`config.mk`:
```
export PLATFORM = sky130hd
export DESIGN_NAME = simd_acc_collector
export DESIGN_NICKNAME = d
export VERILOG_FILES = /design/src/rtl/simd_pkg.sv /design/src/rtl/acc_out_fifo.sv /design/src/rtl/simd_acc_collector.sv
export SDC_FILE = /design/constraint.sdc
export NUM_CORES = 2
export LEC_CHECK = 0
export ABC_AREA = 1
export CAP_MARGIN = 15
export CORE_MARGIN = 2
export CORE_UTILIZATION = 56
export CTS_CLUSTER_DIAMETER = 50
export CTS_CLUSTER_SIZE = 12
export DETAILED_ROUTE_END_ITERATION = 10
export DONT_BUFFER_PORTS = 1
export MAX_ROUTING_LAYER = met4
export PLACE_DENSITY = 0.76
export SETUP_SLACK_MARGIN = 0.5
export SLEW_MARGIN = 10
export SYNTH_ARGS = -nofsm -noshare
export SYNTH_HDL_FRONTEND = slang
export SYNTH_SLANG_ARGS = --single-unit
```
`constraint.sdc`:
```
create_clock -name clk -period 11.8 [get_ports clk]
set_input_delay 1.18 -clock clk [delete_from_list [all_inputs] [get_ports clk]]
set_output_delay 1.18 -clock clk [all_outputs]
set_load 0.02 [all_outputs]
```
`src/rtl/simd_pkg.sv`:
```
// Shared defaults, level encoding and delay-line beat type for the
// SIMD accumulate/collect stage behind the MAC array adder tree.
package simd_pkg;
    localparam int MAC_BW_DEF = 8;
    localparam int LAT_DEF    = 4;
    localparam int LANES      = 16;

    typedef enum logic [1:0] {
        LVL_L1 = 2'd0,
        LVL_L2 = 2'd1,
        LVL_L3 = 2'd2
    } lvl_e;

    typedef struct packed {
        logic v;
        logic last;
        lvl_e lvl;
    } beat_t;

    // Accumulator lane width: adder-tree output plus 8 guard bits.
    function automatic int acc_lane_w(input int mac_bw);
        return 2 * mac_bw + 8;
    endfunction

    // Raw level codes 2 and 3 both select the single-lane L3 output.
    function automatic lvl_e norm_lvl(input logic [1:0] raw);
        case (raw)
            2'd0:    return LVL_L1;
            2'd1:    return LVL_L2;
            default: return LVL_L3;
        endcase
    endfunction
endpackage

```
`src/rtl/acc_out_fifo.sv`:
```
// Two-entry output buffer for finished groups; a push and a pop may
// happen in the same cycle. Data reads as zero while the buffer is empty.
module acc_out_fifo #(
    parameter int W = 8
) (
    input  logic         clk,
    input  logic         rst_n,
    input  logic         in_valid,
    input  logic [W-1:0] in_data,
    output logic         out_valid,
    input  logic         out_ready,
    output logic [W-1:0] out_data,
    output logic [1:0]   count
);
    logic [W-1:0] mem_reg [2];
    logic         wr_ptr_reg;
    logic         rd_ptr_reg;
    logic [1:0]   count_reg;
    logic         do_push;
    logic         do_pop;

    assign out_valid = (count_reg != 2'd0);
    assign do_pop    = out_valid && out_ready;
    assign do_push   = in_valid && ((count_reg != 2'd2) || do_pop);
    assign out_data  = out_valid ? mem_reg[rd_ptr_reg] : '0;
    assign count     = count_reg;

    always_ff @(posedge clk) begin
        if (!rst_n) begin
            for (int i = 0; i < 2; i++) begin
                mem_reg[i] <= '0;
            end
            wr_ptr_reg <= 1'b0;
            rd_ptr_reg <= 1'b0;
            count_reg  <= 2'd0;
        end else begin
            if (do_push) begin
                mem_reg[wr_ptr_reg] <= in_data;
                wr_ptr_reg          <= ~wr_ptr_reg;
            end
            if (do_pop) begin
                rd_ptr_reg <= ~rd_ptr_reg;
            end
            count_reg <= count_reg + 2'(do_push) - 2'(do_pop);
        end
    end
endmodule

```
`src/rtl/simd_acc_collector.sv`:
```
// Collects adder-tree results behind the 64-lane MAC array: tracks issued
// beats through a delay line, accumulates groups and buffers finished ones.
module simd_acc_collector
    import simd_pkg::*;
#(
    parameter int MAC_BW = MAC_BW_DEF,
    parameter int ACC_BW = acc_lane_w(MAC_BW),
    parameter int LAT    = LAT_DEF
) (
    input  logic                                clk,
    input  logic                                rst_n,
    input  logic                                issue_valid,
    output logic                                issue_ready,
    input  logic                                issue_last,
    input  logic [1:0]                          issue_lvl,
    input  logic [LANES-1:0][2*MAC_BW-1:0]      iL1,
    input  logic [3:0][2*MAC_BW-1:0]            iL2,
    input  logic [2*MAC_BW-1:0]                 iL3,
    output logic                                o_valid,
    input  logic                                o_ready,
    output logic [LANES-1:0][ACC_BW-1:0]        o_data,
    output logic [1:0]                          o_lvl,
    output logic                                o_ovf
);
    localparam int IW = 2 * MAC_BW;
    localparam int PW = LANES * ACC_BW + 3;

    beat_t                          dl_reg [LAT];
    beat_t                          head;
    logic                           issue_first_reg;
    lvl_e                           grp_lvl_reg;
    lvl_e                           beat_lvl;
    logic [1:0]                     inflight_reg;
    logic [1:0]                     fifo_count;
    logic [2:0]                     credit_used;
    logic                           accept;
    logic                           arrive;
    logic                           arrive_last;
    logic                           first_reg;
    logic                           ovf_reg;
    logic                           ovf_next;
    logic [LANES-1:0][ACC_BW-1:0]   acc_reg;
    logic [LANES-1:0][ACC_BW-1:0]   acc_next;
    logic [LANES-1:0]               lane_ovf;
    logic [PW-1:0]                  push_data;
    logic [PW-1:0]                  fifo_out;
    logic                           fifo_valid;
    logic                           fifo_pop;

    // Every last beat in flight already owns a buffer slot, so a push never finds it full.
    assign credit_used = 3'(fifo_count) + 3'(inflight_reg);
    assign issue_ready = rst_n && (credit_used < 3'd2);
    assign accept      = issue_valid && issue_ready;

    // Level is frozen by the first beat of a group and carried with every beat.
    assign beat_lvl    = issue_first_reg ? norm_lvl(issue_lvl) : grp_lvl_reg;

    assign head        = dl_reg[LAT-1];
    assign arrive      = head.v;
    assign arrive_last = head.v && head.last;

    always_ff @(posedge clk) begin
        if (!rst_n) begin
            issue_first_reg <= 1'b1;
            grp_lvl_reg     <= LVL_L1;
            inflight_reg    <= 2'd0;
        end else begin
            if (accept) begin
                issue_first_reg <= issue_last;
                if (issue_first_reg) begin
                    grp_lvl_reg <= norm_lvl(issue_lvl);
                end
            end
            inflight_reg <= inflight_reg + 2'(accept && issue_last) - 2'(arrive_last);
        end
    end

    always_ff @(posedge clk) begin
        if (!rst_n) begin
            for (int i = 0; i < LAT; i++) begin
                dl_reg[i] <= '0;
            end
        end else begin
            dl_reg[0] <= '{v: accept, last: accept && issue_last, lvl: beat_lvl};
            for (int i = 1; i < LAT; i++) begin
                dl_reg[i] <= dl_reg[i-1];
            end
        end
    end

    for (genvar gi = 0; gi < LANES; gi++) begin : g_lane
        logic [IW-1:0]     l2_in;
        logic [IW-1:0]     l3_in;
        logic [IW-1:0]     raw;
        logic [ACC_BW-1:0] lane_in;
        logic [ACC_BW-1:0] lane_base;

        if (gi < 4) begin : g_l2
            assign l2_in = iL2[gi];
        end else begin : g_l2_zero
            assign l2_in = '0;
        end

        if (gi == 0) begin : g_l3
            assign l3_in = iL3;
        end else begin : g_l3_zero
            assign l3_in = '0;
        end

        assign raw       = (head.lvl == LVL_L1) ? iL1[gi] :
                           (head.lvl == LVL_L2) ? l2_in : l3_in;
        assign lane_in   = {{(ACC_BW-IW){raw[IW-1]}}, raw};
        assign lane_base = first_reg ? '0 : acc_reg[gi];
        assign acc_next[gi] = lane_base + lane_in;
        // Signed overflow: operands agree in sign but the wrapped sum does not.
        assign lane_ovf[gi] = (lane_base[ACC_BW-1] == lane_in[ACC_BW-1]) &&
                              (acc_next[gi][ACC_BW-1] != lane_base[ACC_BW-1]);
    end

    assign ovf_next = (first_reg ? 1'b0 : ovf_reg) | (|lane_ovf);

    always_ff @(posedge clk) begin
        if (!rst_n) begin
            acc_reg   <= '0;
            ovf_reg   <= 1'b0;
            first_reg <= 1'b1;
        end else if (arrive) begin
            acc_reg   <= acc_next;
            ovf_reg   <= ovf_next;
            first_reg <= head.last;
        end
    end

    assign push_data = {acc_next, head.lvl, ovf_next};
    assign fifo_pop  = o_valid && o_ready;

    acc_out_fifo #(
        .W (PW)
    ) u_out_fifo (
        .clk       (clk),
        .rst_n     (rst_n),
        .in_valid  (arrive_last),
        .in_data   (push_data),
        .out_valid (fifo_valid),
        .out_ready (fifo_pop),
        .out_data  (fifo_out),
        .count     (fifo_count)
    );

    // Outputs read as zero for as long as reset is asserted.
    assign o_valid = fifo_valid && rst_n;
    assign o_data  = rst_n ? fifo_out[PW-1:3] : '0;
    assign o_lvl   = rst_n ? fifo_out[2:1] : 2'd0;
    assign o_ovf   = rst_n && fifo_out[0];
endmodule

```
Word level (Yosys, flattened, before mapping)
Memory sizes are Yosys's and may differ from the RTL's. A register that Yosys moved wholly into a read port is not among the register bits.
Cells that the tools add are included.
{"block": "word_totals", "n_memories": 2, "regBits": 395, "ram_bits": 790, "input_bits": 343, "output_inout_bits": 389, "elab_cells": 177}
{"name": "u_out_fifo.mem_reg", "depth": 2, "width": 387, "rd": 1, "rd_clocked_by_memory_dff": 1, "wr": 2, "line": "acc_out_fifo.sv:15", "text": "logic [W-1:0] mem_reg [2];"}
{"name": "dl_reg", "depth": 4, "width": 4, "rd": 4, "rd_clocked_by_memory_dff": 0, "wr": 4, "line": "simd_acc_collector.sv:28", "text": "beat_t dl_reg [LAT];"}
{"block": "classes", "eq_ne": 35, "bitwise_logic": 7, "addsub": 21, "mux": 56, "n_reduce_logical": 31, "order_cmp": 1}
{"op": "387-bit two-way mux", "count": 2}
{"op": "387-bit OR reduction", "count": 1}
{"op": "24-bit adder", "count": 16}
{"op": "24-bit two-way mux", "count": 16}
{"op": "384-bit two-way mux", "count": 1}
{"op": "16-bit two-way mux", "count": 20}
{"op": "1-bit logical AND", "count": 25}
{"op": "1-bit == test", "count": 16}
{"op": "4-bit two-way mux", "count": 4}
{"op": "1-bit != test", "count": 16}
{"op": "16-bit OR reduction", "count": 1}
{"op": "1-bit two-way mux", "count": 10}
{"op": "1-bit OR", "count": 5}
{"op": "2-bit by 1-bit adder with 2-bit output", "count": 2}
{"op": "2-bit by 1-bit == test with 1-bit output (second input constant)", "count": 2}
{"op": "2-bit zero test", "count": 2}
{"op": "2-bit two-way mux", "count": 2}
{"op": "2-bit one-hot mux with 2 select lines", "count": 1}
{"op": "2-bit by 1-bit subtractor with 2-bit output", "count": 2}
{"op": "2-bit by 2-bit adder with 3-bit output", "count": 1}
{"op": "3-bit by 2-bit < comparator with 1-bit output (second input constant)", "count": 1}
{"op": "2-bit != test (second input constant)", "count": 1}
{"op": "1-bit inverter", "count": 2}
{"op": "2-bit nonzero test", "count": 1}
{"op": "1-bit logical OR", "count": 1}

Depth between registers and ports, before layout
{"block": "depth", "ltp_word": 11, "depth_mapped": 25, "mapped_depth_nobuf": 22}

By module
From an unflattened synthesis, not the netlist that was laid out.
{"block": "hier_totals", "cells_unflattened": 10396, "hier_area_um2": 75551.2}
{"module": "simd_acc_collector", "n_inst": 1, "seq_area_each_um2": 8147.8, "area_each_um2": 41329.6, "cells_per_inst": 7046}
{"module": "acc_out_fifo", "n_inst": 1, "seq_area_each_um2": 23342.4, "area_each_um2": 34221.6, "cells_per_inst": 3350}

Least setup slack after synthesis
OpenSTA, ideal clock, no wires.
{"block": "synth_path", "kind": "input-to-reg", "start": "input rst_n", "end": "memory u_out_fifo.mem_reg[1][0] in the netlist's numbering, enable pin", "stages": 11, "path_buffers": 3, "arrival_time_ns": 8.709, "required_time_ns": 8.989, "setup_time_ns": 2.811, "slack_ns": 0.280, "path_cell_list": "o21ai_0 -> inv_1 -> nand2_1 -> nand3_1 -> nand2_1 -> inv_1 -> nand3_1 -> buf_2 -> clkbuf_1 -> buf_1 -> nand2_1"}
{"element": "from (decl)", "line": "simd_acc_collector.sv:11", "text": "input logic rst_n,"}
{"element": "to (decl)", "line": "acc_out_fifo.sv:15"}

==> metrics <==
result of the run=complete, no violations; Floorplan Core Area=130000 sq um; fmax=181 MHz; number of H-tree levels=4; total global routing track utilization=0.319; summed negative setup slack over all endpoints=0 ns; largest fanout of any net on the critical path=83; post-route insts no fill=about 11k; horizontal die dimension=366 microns; most instantiated library cell after synthesis=sky130_fd_sc_hd__inv_1; pin count of the biggest net entering global routing=275; worst max-slew margin expressed relative to the limit=0.213; cell type with the largest total area after synthesis=sky130_fd_sc_hd__edfxtp_1; die area=134000 sq um; mux contribution to synthesized area=0.0595; Least-Margin Pin Slew=roughly 1.2 ns; data required time of the critical path=12.29 ns; via count of the first global-routing pass=58.1k; most used standard cells in the synthesized netlist=1788 x sky130_fd_sc_hd__inv_1, 1591 x sky130_fd_sc_hd__nor2_1, 1494 x sky130_fd_sc_hd__nand2_1; Post-Route WL=213000 microns; Vias/cell=5.51; fin nets=9754; largest clock skew in the final design=0.0267 ns; area of the mapped netlist=73200 sq um; mean instance size in the synthesized netlist=7.93 sq um; area of placed instances=74400 sq um; clock network latency to the later pin of the worst-skew pair=about 0.8 ns; RSZ-0062 raised after global routing=false; dominant cells by area after synthesis=sky130_fd_sc_hd__edfxtp_1 32%, sky130_fd_sc_hd__dfxtp_1 11%, sky130_fd_sc_hd__inv_1 9.2%; distinct cell type count after synthesis=50; final hold vios=0; final count of pins violating max slew=0; pwr dens=122 nW/um^2; max-capacitance violation count=0; number of placement rows=132; adder and majority gate portion of the synthesized area=0.0651; part of the Yosys area used for sequential elements=0.430; routed via count=60.2k; global placer's final weighted congestion=0.945; worst IR drop on VDD=0.147 mV; FFs w/ async S/R, synth=0; worst hold path class=reg -> reg; element type at the critical path end=flop; portion of the clock cycle consumed by the worst path in the final layout=0.469; Die Ht=366 microns; startpoint types=flop; final period demand of the worst path=5.54 ns; final design instance area without fill=79100 sq um; clock edge transition at the registers on the reported setup and hold paths=roughly 0.060 ns; overflow left after global routing=0; drt drc=0; final core utilization=0.610; detailed-routing iteration count for the pre-antenna-repair pass=6; Post-Synthesis Net Count=between 9k and 10k; number of enable-type register cells in the synthesized netlist=774; post-detailed-route count of antenna-violating nets=0; instance count after placement with tap cells included=between 10k and 15k; DRT iter0 DRCs=5299; simple-gate share of the synthesized area=0.186; data arrival at the endpoint of the critical path=6.03 ns; ys flop type=sky130_fd_sc_hd__edfxtp_1; xor/xnor cell area share of the yosys netlist=0.0415; TritonCTS sink count=1186; number of I/O port buffers=0; dominant combinational cell family by area after synthesis=simple AND/OR/NAND/NOR gates; count of boundary I/O pins=732; count of state elements after synthesis=~1.2k; # resized after CTS=0; CTS tree=built; number of buffers created by CTS=144; fraction of post-synthesis cell area in the top cell type by area=0.317; complex-gate fraction of the synthesized area=0.105; HPWL after detailed placement=147000 microns; number of flip-flops in the largest register=between 700 and 800; routed length per instance=between 15 and 20 microns; initial core utilization=0.565; number of antenna violations at the first check in global routing=19; area added between synthesis and finish=8.06%; worst setup path category=reg -> reg; number of buffers on the longest clock path=3; number of hold buffers added after CTS=0; Post-Syn Instances=between 9k and 10k; Lkg Pwr=around 39 nW; Root Buffer=sky130_fd_sc_hd__clkbuf_16; post-CTS setup repair buffer count=0; Synth Warn #=0; number of failing setup endpoints in the final timing report=0; wire length of the first global-routing pass=323000 microns; share of cells above drive strength 1=0.0761
==> logic make-up (layout without fill, tap and decap cells) <==
kind of cell               after synthesis  count (layout)
muxes                                  387             387
other                                    0              20
AOI/OAI and AO/OA                     1306            1306
xor gates and xnor gates               347             347
and+or+nand+nor                       3458            3458
buffers and inverters                 2179            2106
DFF                                   1186            1186
adders and majority gates              371             371
==> critical path, stage by stage (launching register included) <==
cell and delay, ns:
sky130_fd_sc_hd__dfxtp_1 0.72, sky130_fd_sc_hd__nor2_4 0.12, sky130_fd_sc_hd__inv_8 0.44, sky130_fd_sc_hd__buf_4 0.76, sky130_fd_sc_hd__buf_4 0.69, sky130_fd_sc_hd__nor2_1 0.33, sky130_fd_sc_hd__ha_1 0.44, sky130_fd_sc_hd__nand2_1 0.11
sky130_fd_sc_hd__inv_1 0.08, sky130_fd_sc_hd__nand3_1 0.09, sky130_fd_sc_hd__nor3_1 0.22, sky130_fd_sc_hd__nand3_1 0.11, sky130_fd_sc_hd__nand3_1 0.17, sky130_fd_sc_hd__nand2_1 0.06, sky130_fd_sc_hd__o21ai_0 0.12, sky130_fd_sc_hd__nand2_1 0.19
sky130_fd_sc_hd__inv_1 0.09, sky130_fd_sc_hd__nand3_1 0.08, sky130_fd_sc_hd__nor2_1 0.12, sky130_fd_sc_hd__and2_1 0.17, sky130_fd_sc_hd__nor2_1 0.05
==> metrics by stage <==
| step | setup WS (ns) | hold slack, ns | power [mW] |
|---|---|---|---|
| finish | 6.26 | 0.411 | 9.66 |
| global route | 5.74 | 0.439 | 9.98 |
| CTS | 6.22 | 0.413 | 9.72 |
| detailed placement | 6.11 | 0.402 | 5.38 |
| global placement | 6.21 | 0.391 | 5.36 |
| floorplan | 4.22 | 0.390 | 5.20 |
==> worst paths after layout <==
path	start	to	slack [ns]	depth (start not counted)
worst min-delay path	dl_reg[0][6]$_SDFF_PN0_	dl_reg[0][10]$_SDFF_PN0_	0.41	2
worst min register to register	dl_reg[0][6]$_SDFF_PN0_	dl_reg[0][10]$_SDFF_PN0_	0.41	2
worst max register to register	dl_reg[0][13]$_SDFF_PN0_	u_out_fifo.mem_reg[1][0]$_SDFFCE_PN0P_	6.26	20
worst max-delay path	dl_reg[0][13]$_SDFF_PN0_	u_out_fifo.mem_reg[1][0]$_SDFFCE_PN0P_	6.26	20
==> power by group <==
part / switching, mW / internal, mW / total (mW) / leakage (nW)
logic: 0.511 / 0.217 / 0.727 / 25.2
registers: 0.0381 / 4.53 / 4.57 / 11.3
clock network: 1.85 / 2.51 / 4.37 / 2.26
==> cell usage in the layout (no fill, tap or decap), drive strengths merged, types with 4 or more instances in the layout <==
cell and n:
and2 10, clkinvlp 7, nand2 1498, a21oi 520
clkinv 28, o21bai 20, a31o 8, inv 1822
buf 45, bufinv 6, nor4 36, nand3b 17
nand3 199, a21boi 20, o211ai 230, mux2 387
o22ai 7, xnor2 111, a22o 42, fa 17
a21o 62, nand4 34, diode 20, dfxtp 412
or2 9, ha 354, a22oi 4, o21ai 344
a211oi 11, a221oi 7, nor3 58, clkbuf 198
a31oi 7, xor2 236, edfxtp 774, o21a 13
nor2 1592
==> metal layers <==
layer / routed length, microns / global-route usage / vias to the layer above
met3: 14300 / 0.0442 / 395
met1: 90400 / 0.410 / 28600
li1: - / - / 29100
met4: 8190 / 0.131 / 0
met2: 99600 / 0.507 / 2092
met5: 0 / - / -
==> final cells by class <==
class | count | area, sq um
diodes | 20 | 50.0
inverters | 1794 | 6760
clock buffers | 198 | 3940
repair buffers | 45 | 413
multi-input cells | 5869 | 33600
fillers | 11400 | 50500
flip-flops and latches | 1186 | 31500
well taps | 1742 | 2180
clock inverters | 69 | 711
(Power assumes the default switching activity.)
